## config.mk

```make
export PLATFORM = sky130hd
export DESIGN_NAME = instr_encoder
export DESIGN_NICKNAME = d
export VERILOG_FILES = /design/src/rtl/instr_encoder.sv
export SDC_FILE = /design/constraint.sdc
export NUM_CORES = 1
export LEC_CHECK = 0
export ABC_AREA = 1
export BUFFER_PORTS_ARGS = -buffer_cell sky130_fd_sc_hd__buf_2
export CORE_ASPECT_RATIO = 0.75
export CORE_UTILIZATION = 40
export DETAILED_ROUTE_END_ITERATION = 10
export PLACE_DENSITY = 0.65
export SYNTH_ARGS = -nofsm -noshare
export SYNTH_HDL_FRONTEND = slang
export SYNTH_SLANG_ARGS = --single-unit
```

## constraint.sdc

```tcl
create_clock -name clk -period 2.48 [get_ports clk]
set_input_delay 0.124 -clock clk [delete_from_list [all_inputs] [get_ports clk]]
set_output_delay 0.124 -clock clk [all_outputs]
set_load 0.01 [all_outputs]
```

## src/rtl/instr_encoder.sv

```systemverilog
`default_nettype none
// ============================================================================
// Module      : instr_encoder
// Description : Encodes field-level instruction requests into 9-bit words,
//               buffers them and writes them into instruction memory from 0.
// Revision    : 1.0 - initial release
// ============================================================================
module instr_encoder #(
  parameter int ADDR_W     = 8,
  parameter int FIFO_DEPTH = 4
) (
  input  logic              clk,
  input  logic              reset,
  input  logic              start,
  input  logic              in_valid,
  output logic              in_ready,
  input  logic [1:0]        instr_type,
  input  logic [2:0]        alu_func,
  input  logic [1:0]        src_reg1,
  input  logic [1:0]        src_reg2,
  input  logic [1:0]        dest_reg,
  input  logic [4:0]        immediate,
  input  logic              mem_load,
  input  logic [4:0]        mem_addr,
  input  logic              done_flag,
  input  logic [1:0]        branch_reg,
  output logic              im_we,
  input  logic              im_ready,
  output logic [ADDR_W-1:0] im_addr,
  output logic [8:0]        im_wdata,
  output logic              prog_done,
  output logic [ADDR_W:0]   prog_len,
  output logic              err,
  output logic [1:0]        err_code
);

  localparam int            PTR_W      = $clog2(FIFO_DEPTH);
  localparam logic [ADDR_W:0] C_CAP    = {1'b1, {ADDR_W{1'b0}}};
  localparam logic [1:0]    C_ERR_ILL  = 2'b01;
  localparam logic [1:0]    C_ERR_OVF  = 2'b10;

  typedef enum logic [1:0] {
    S_IDLE     = 2'b00,
    S_LOAD     = 2'b01,
    S_FINISHED = 2'b10,
    S_ERROR    = 2'b11
  } state_t;

  state_t             r_state;
  state_t             w_state_nxt;

  logic [8:0]         r_fifo [FIFO_DEPTH];
  logic [PTR_W:0]     r_wptr;
  logic [PTR_W:0]     r_rptr;
  logic [ADDR_W:0]    r_count;
  logic [ADDR_W-1:0]  r_addr;
  logic [ADDR_W:0]    r_plen;
  logic               r_err;
  logic [1:0]         r_err_code;

  logic [8:0]         w_word;
  logic               w_illegal;
  logic               w_is_done;
  logic               w_empty;
  logic               w_full;
  logic               w_in_ready;
  logic               w_xfer;
  logic               w_push;
  logic               w_pop;
  logic               w_set_err;
  logic [1:0]         w_err_code_nxt;

  always_comb begin
    w_word    = '0;
    w_illegal = 1'b0;
    w_is_done = 1'b0;
    case (instr_type)
      2'b00: begin
        w_word    = {2'b00, alu_func, src_reg1[0], src_reg2[0], dest_reg};
        w_illegal = src_reg1[1] | src_reg2[1];
      end
      2'b01: w_word = {2'b01, dest_reg, immediate};
      2'b10: begin
        w_word    = {2'b10, mem_load, src_reg1[0], mem_addr};
        w_illegal = src_reg1[1];
      end
      default: begin
        w_word    = {2'b11, done_flag, src_reg1, src_reg2, branch_reg};
        w_is_done = done_flag;
      end
    endcase
  end

  // Pointers carry one extra wrap bit so full and empty are distinguishable.
  assign w_empty = (r_wptr == r_rptr);
  assign w_full  = (r_wptr[PTR_W] != r_rptr[PTR_W]) &&
                   (r_wptr[PTR_W-1:0] == r_rptr[PTR_W-1:0]);

  assign w_in_ready = (r_state == S_LOAD) && !w_full && (r_count < C_CAP);
  assign w_xfer     = in_valid && w_in_ready;
  assign w_push     = w_xfer && !w_illegal && !start;
  assign w_pop      = !w_empty && im_ready && !start;

  always_comb begin
    w_state_nxt    = r_state;
    w_set_err      = 1'b0;
    w_err_code_nxt = r_err_code;
    if (start) begin
      w_state_nxt = S_LOAD;
    end else begin
      case (r_state)
        S_LOAD: begin
          if (w_xfer) begin
            if (w_illegal) begin
              w_state_nxt    = S_ERROR;
              w_set_err      = 1'b1;
              w_err_code_nxt = C_ERR_ILL;
            end else if (w_is_done) begin
              w_state_nxt = S_FINISHED;
            end
          end else if (in_valid && (r_count == C_CAP)) begin
            w_state_nxt    = S_ERROR;
            w_set_err      = 1'b1;
            w_err_code_nxt = C_ERR_OVF;
          end
        end
        default: w_state_nxt = r_state;
      endcase
    end
  end

  always_ff @(posedge clk) begin
    if (reset) begin
      r_state    <= S_IDLE;
      r_wptr     <= '0;
      r_rptr     <= '0;
      r_count    <= '0;
      r_addr     <= '0;
      r_plen     <= '0;
      r_err      <= 1'b0;
      r_err_code <= 2'b00;
    end else begin
      r_state <= w_state_nxt;
      if (start) begin
        r_wptr     <= '0;
        r_rptr     <= '0;
        r_count    <= '0;
        r_addr     <= '0;
        r_plen     <= '0;
        r_err      <= 1'b0;
        r_err_code <= 2'b00;
      end else begin
        if (w_push) begin
          r_wptr  <= r_wptr + (PTR_W+1)'(1);
          r_count <= r_count + (ADDR_W+1)'(1);
        end
        if (w_pop) begin
          r_rptr <= r_rptr + (PTR_W+1)'(1);
          r_addr <= r_addr + ADDR_W'(1);
          r_plen <= r_plen + (ADDR_W+1)'(1);
        end
        if (w_set_err) begin
          r_err      <= 1'b1;
          r_err_code <= w_err_code_nxt;
        end
      end
    end
  end

  // Storage needs no reset: the empty flag masks stale contents.
  always_ff @(posedge clk) begin
    if (w_push) begin
      r_fifo[r_wptr[PTR_W-1:0]] <= w_word;
    end
  end

  assign in_ready  = w_in_ready;
  assign im_we     = !w_empty;
  assign im_wdata  = w_empty ? 9'd0 : r_fifo[r_rptr[PTR_W-1:0]];
  assign im_addr   = r_addr;
  assign prog_done = (r_state == S_FINISHED) && w_empty;
  assign prog_len  = r_plen;
  assign err       = r_err;
  assign err_code  = r_err_code;

endmodule
`default_nettype wire

```

; Yosys cells after proc, flatten, opt, wreduce, memory -nomap -nowiden
; Memory sizes are Yosys's and may differ from the RTL's. A register that Yosys moved wholly into a read port is not among the register bits.
; Cells that the tools add are included.
; W data, S select, Z words.
[classes]
muxes = 22
n_lt_le_gt_ge = 1
eq_ne = 11
shifts = 0
div = 0
add_sub_neg = 5
mul = 0
n_bitwise = 1
n_reduce_logical = 23
[op_table]
columns = cell, count
row1 = $pmux W9 S3, 1
row2 = $add A9 B1 Y9 const B, 2
row3 = $mux W2, 9
row4 = $logic_and A1 B1 Y1, 10
row5 = $mux W1, 10
row6 = $eq A9 B9 Y1 const B, 1
row7 = $lt A9 B9 Y1 const B, 1
row8 = $mux W9, 1
row9 = $add A8 B1 Y8 const B, 1
row10 = $add A3 B1 Y3 const B, 2
row11 = $reduce_and A3 Y1, 2
row12 = $eq A2 B1 Y1 const B, 2
row13 = $eq A2 B2 Y1 const B, 2
row14 = $logic_not A1 Y1, 4
row15 = $ne A4 B4 Y1 const B, 1
row16 = $reduce_and A4 Y1, 1
row17 = $reduce_bool A2 Y1, 2
row18 = $eq A3 B3 Y1, 1
row19 = $ne A3 B3 Y1 const B, 1
row20 = $reduce_bool A3 Y1, 1
row21 = $reduce_or A3 Y1, 1
row22 = $eq A2 B2 Y1, 1
row23 = $logic_not A2 Y1, 1
row24 = $ne A2 B2 Y1 const B, 1
row25 = 4 further kinds, 4
[word_totals]
latch_bits = 0
inputBits = 30
elab_cells = 73
ramBits = 36
romBits = 0
n_memories = 1
regBits = 37
output_inout_bits = 32
[memory_table]
columns = name, depth, width, read_ports, rd_clocked_by_memory_dff, wr, line
row1 = r_fifo, 4, 9, 1, 1, 1, 52  ; logic [8:0] r_fifo [FIFO_DEPTH];

; Logic depth before layout (Yosys ltp)
[logic_depth]
word_depth = 10
mapped_depth = 11
mapped_depth_nobuf = 11

; Worst setup path after synthesis
; OpenSTA, ideal clock, no wires.
[synth_timing]
kind = register to register
start = register r_wptr[0]
end = memory r_fifo[0][0], enable pin
path_slack_ps = 602
synth_period_minus_slack_ps = 1878
setup_time_ps = 374
n_path_buf = 1
t_required_ps = 2106
path_stages_with_launch = 10
arrival_ps = 1504
path_cell_list = dfxtp_1 -> inv_2 -> nand2_1 -> nand2_1 -> nand3_2 -> nand3_2 -> nor2_4 -> nand2_2 -> buf_6 -> nor2_1
[synth_between]
elab_chain_cells = 10
[synth_lines]
columns = item, line
row1 = start: declaration, 53  ; logic [PTR_W:0] r_wptr;
row2 = start signal: assignment, 154  ; r_wptr <= r_wptr + (PTR_W+1)'(1);
row3 = $eq A2 B2 Y1, 97  ; (r_wptr[PTR_W-1:0] == r_rptr[PTR_W-1:0]);
row4 = $logic_and A1 B1 Y1, 96  ; assign w_full = (r_wptr[PTR_W] != r_rptr[PTR_W]) &&
row5 = $logic_not A1 Y1, 99  ; assign w_in_ready = (r_state == S_LOAD) && !w_full && (r_count < C_CAP);
row6 = $logic_and A1 B1 Y1 (2 in series), 99
row7 = $logic_and A1 B1 Y1, 100  ; assign w_xfer = in_valid && w_in_ready;
row8 = $logic_and A1 B1 Y1 (2 in series), 101  ; assign w_push = w_xfer && !w_illegal && !start;
row9 = $mux W1, 172  ; if (w_push) begin
row10 = $mux W1 (not written as such), 173  ; r_fifo[r_wptr[PTR_W-1:0]] <= w_word;
row11 = end: declaration, 52
; Several ways; a longest one is shown, not always the timed one.

; Worst setup path after layout
[layout_timing]
start = register r_wptr[0]
end = memory r_fifo[3][4], enable pin
; Same word-level chain as after synthesis.

==> impl_metrics.ini <==
[run_status]
status = complete, no violations

[synthesis]
synthAdderAreaFrac_pct = 3.16
ys_seq_elements = 75
synth_area_mm2 = 0.00356
yosys.area.top_type = edfxtp_1
synth-xor-area-share_pct = 0.492
synthSimpleGateAreaFrac_pct = 24.7
async_flop_share_pct = 0
synth_cell_type_count = 35
synth_edf_count = 36
syn_nets = 462
synth.avg_cell_area_um2 = 8.42
synth_common_cells = 88 x nand2_1, 67 x nor2_1, 48 x inv_1, 39 x dfxtp_1, 36 x edfxtp_1
synth_top_family_by_area = simple AND/OR/NAND/NOR gates
synthMuxAreaShare_pct = 0
yosysMostFrequentCell = nand2_1
synth_warnings = 0
yosysSeqAreaShare_pct = 52.3
synthTopCellsByArea = edfxtp_1 30%, dfxtp_1 22%, nand2_1 9.3%
synth_top_area_share_pct = 30.4
synthFlopType = dfxtp_1
synth-compound-area-share_pct = 11.7
syn-instance-count = 423

[timing]
slew_headroom_pct = 54.4
timing.hold.ws_ns = 0.0687
finClkSkew_ns = 0.00345
post-route-period-util_pct = 81.7
rsz0062_at_grt = no
setup_ws_ns = 0.453
finalCriticalPeriod_ns = 2.03
finalSetupTns_ns = 0
hold_violations = 0
slew_violations = 0
setup_viol = 0
fmax_ghz = 0.493
worst_pin_slew_ns = 0.682

[floorplan]
rows = 29
pin_count = 62
initial_core_util_pct = 41.7
die_w_um = 111
core_area_mm2 = 0.00853
dieArea_mm2 = 0.00928
die_h_um = 83.7

[power]
p_seq_share_pct = 47.9
p_clk_share_pct = 46.1
combPwrFrac_pct = 5.9
internal-power_mw = 2.14
irDropWorstVdd_mv = 0.277
pwr_density_cell_mw_per_mm2 = 643
p_sw_share_pct = 22.1
leakage_nw = 1.79
power.switching_mw = 0.607

[worst_setup_path]
rr_worst_depth = 8
cp_max_fo = 13
worstSetupEndpointType = flip-flop
arrival_ns = 1.99
critPathSlowestCell = nor2_2
critPathLaunchType = flip-flop
crit_family = simple AND/OR/NAND/NOR gates
max_stage_delay_ns = 0.47
crit_type = flip-flop to flip-flop
cp_data_required_time_ns = 2.45
path_cells = inv_2, nand2_1, nand2_1, nand3_2, nand3_2, nor2_4, nand2_2, nor2_2
worst-path-buf-inv = 1
cp.depth = 8

[clock_network]
cts_buffers = 9
hold_buffers = 0
cts_resized = 0
cts_root_buffer = clkbuf_16
cts_tree = yes
clock_latency_ns = 0.33
clkTransAtPathRegs_ns = 0.06
cts.path.max_buffers = 2
htree_levels = 3
clock-sinks = 75
cts_setup_buffers = 0

[drt]
wl_met1_um = 3630
num_vias = 3011
antenna_left = 0
wl_met3_um = 353
viasPerCell = 5.01
route.top_layer_used = met4
dr.pass1.iters = 4
drt-wirelength-per-cell_um = 12.9
first_iter_violations = 169
drc_errors = 0
wl_met2_um = 3740
finalWirelength_um = 7780

[finish]
n_antenna_cell = 0
final_cell_area_mm2 = 0.00428
fin_cells = 601
nets = 527
syn2layout_area_growth_pct = 20.1
drive_gt1_share_pct = 20.5

[place]
dpl.cell_count = 585
hpwl_um = 5490
place.gp.congestion = 0.876
io_buffers = 61
placed_area_mm2 = 0.00398
dp_slack_ns = 0.479

[grt]
grt_max_degree = 19
antenna_found_initial = 0
grt-ovfl-total = 0
grt_pass1_wl_um = 12800
grt_pass1_vias = 2748
grtUsageTotal_pct = 17.2

[hold_path]
hold_class = primary input to flip-flop
hold_depth = 3

[job]
maxCapViolations = 0
-- flip-flops by register name, summed over array words and instances (netlist names), named ones only --
name      flops
err           1
err_code      2
im_addr       8
prog_len      9
r_count       9
r_fifo       36
r_rptr        3
r_state       2
r_wptr        3
-- logic make-up (layout without fill, tap and decap cells) --
group / Yosys count / in the layout
AOI/OAI and AO/OA: 70 / 70
xor gates and xnor gates: 2 / 2
adders and majority gates: 9 / 9
buffers and inverters: 67 / 137
DFF: 75 / 75
and+or+nand+nor: 200 / 200
-- area by class of cell --
type | count | area (um^2)
tap | 108 | 135
sequential | 75 | 1860
clock inverter | 7 | 68.8
multi-input combinational | 281 | 1430
timing repair buffer | 68 | 358
fill | 777 | 4250
inverter | 53 | 199
clock buffer | 9 | 225
-- worst reg2reg max path: cells and delay by family (launching register included) --
family        cells  cell delay [ns]
buf+inv           1             0.08
simple gates      7             1.19
flops             1             0.39
-- through the flow --
stage               utilization [%]  power [mW]
floorplan                         -        1.44
global placement               46.7        1.50
detailed placement             46.7        1.51
CTS                            50.2        2.77
global route                   50.2        2.84
finish                         50.2        2.75
-- worst paths after layout --
check / slack, ns / to / from
worst max register to register: 0.45 / r_fifo[3][4] / r_wptr[0]
worst min register to register: 0.45 / err_code[1] / err_code[1]
worst max-delay path: 0.45 / r_fifo[3][4] / r_wptr[0]
worst min-delay path: 0.07 / r_state[0] / reset
-- placed cells by master, fill, tap and decap left out, drive strengths merged, types with 16 or more instances in the layout --
master	instances
dfxtp	39
nor2	72
nand4	16
inv	52
nand3	17
nand2	90
a21oi	25
o21ai	28
buf	68
edfxtp	36
-- power groups by stage --
stage / sequential (mW) / clock (mW) / combinational, mW
6_report: 1.32 / 1.27 / 0.163
5_1_grt: 1.32 / 1.35 / 0.181
3_3_place_gp: 1.34 / 0 / 0.160
3_5_place_dp: 1.34 / 0 / 0.162
2_1_floorplan: 1.34 / 0 / 0.0953
4_1_cts: 1.32 / 1.29 / 0.163
-- layer usage --
| metal | vias up | global-route usage, % |
|---|---|---|
| li1 | 1538 | - |
| met1 | 1406 | 23.2 |
| met2 | 62 | 27.7 |
| met3 | 5 | 4.28 |
| met4 | 0 | 4.73 |
| met5 | - | 0 |
No activity file was read; power rests on OpenSTA's default activity.
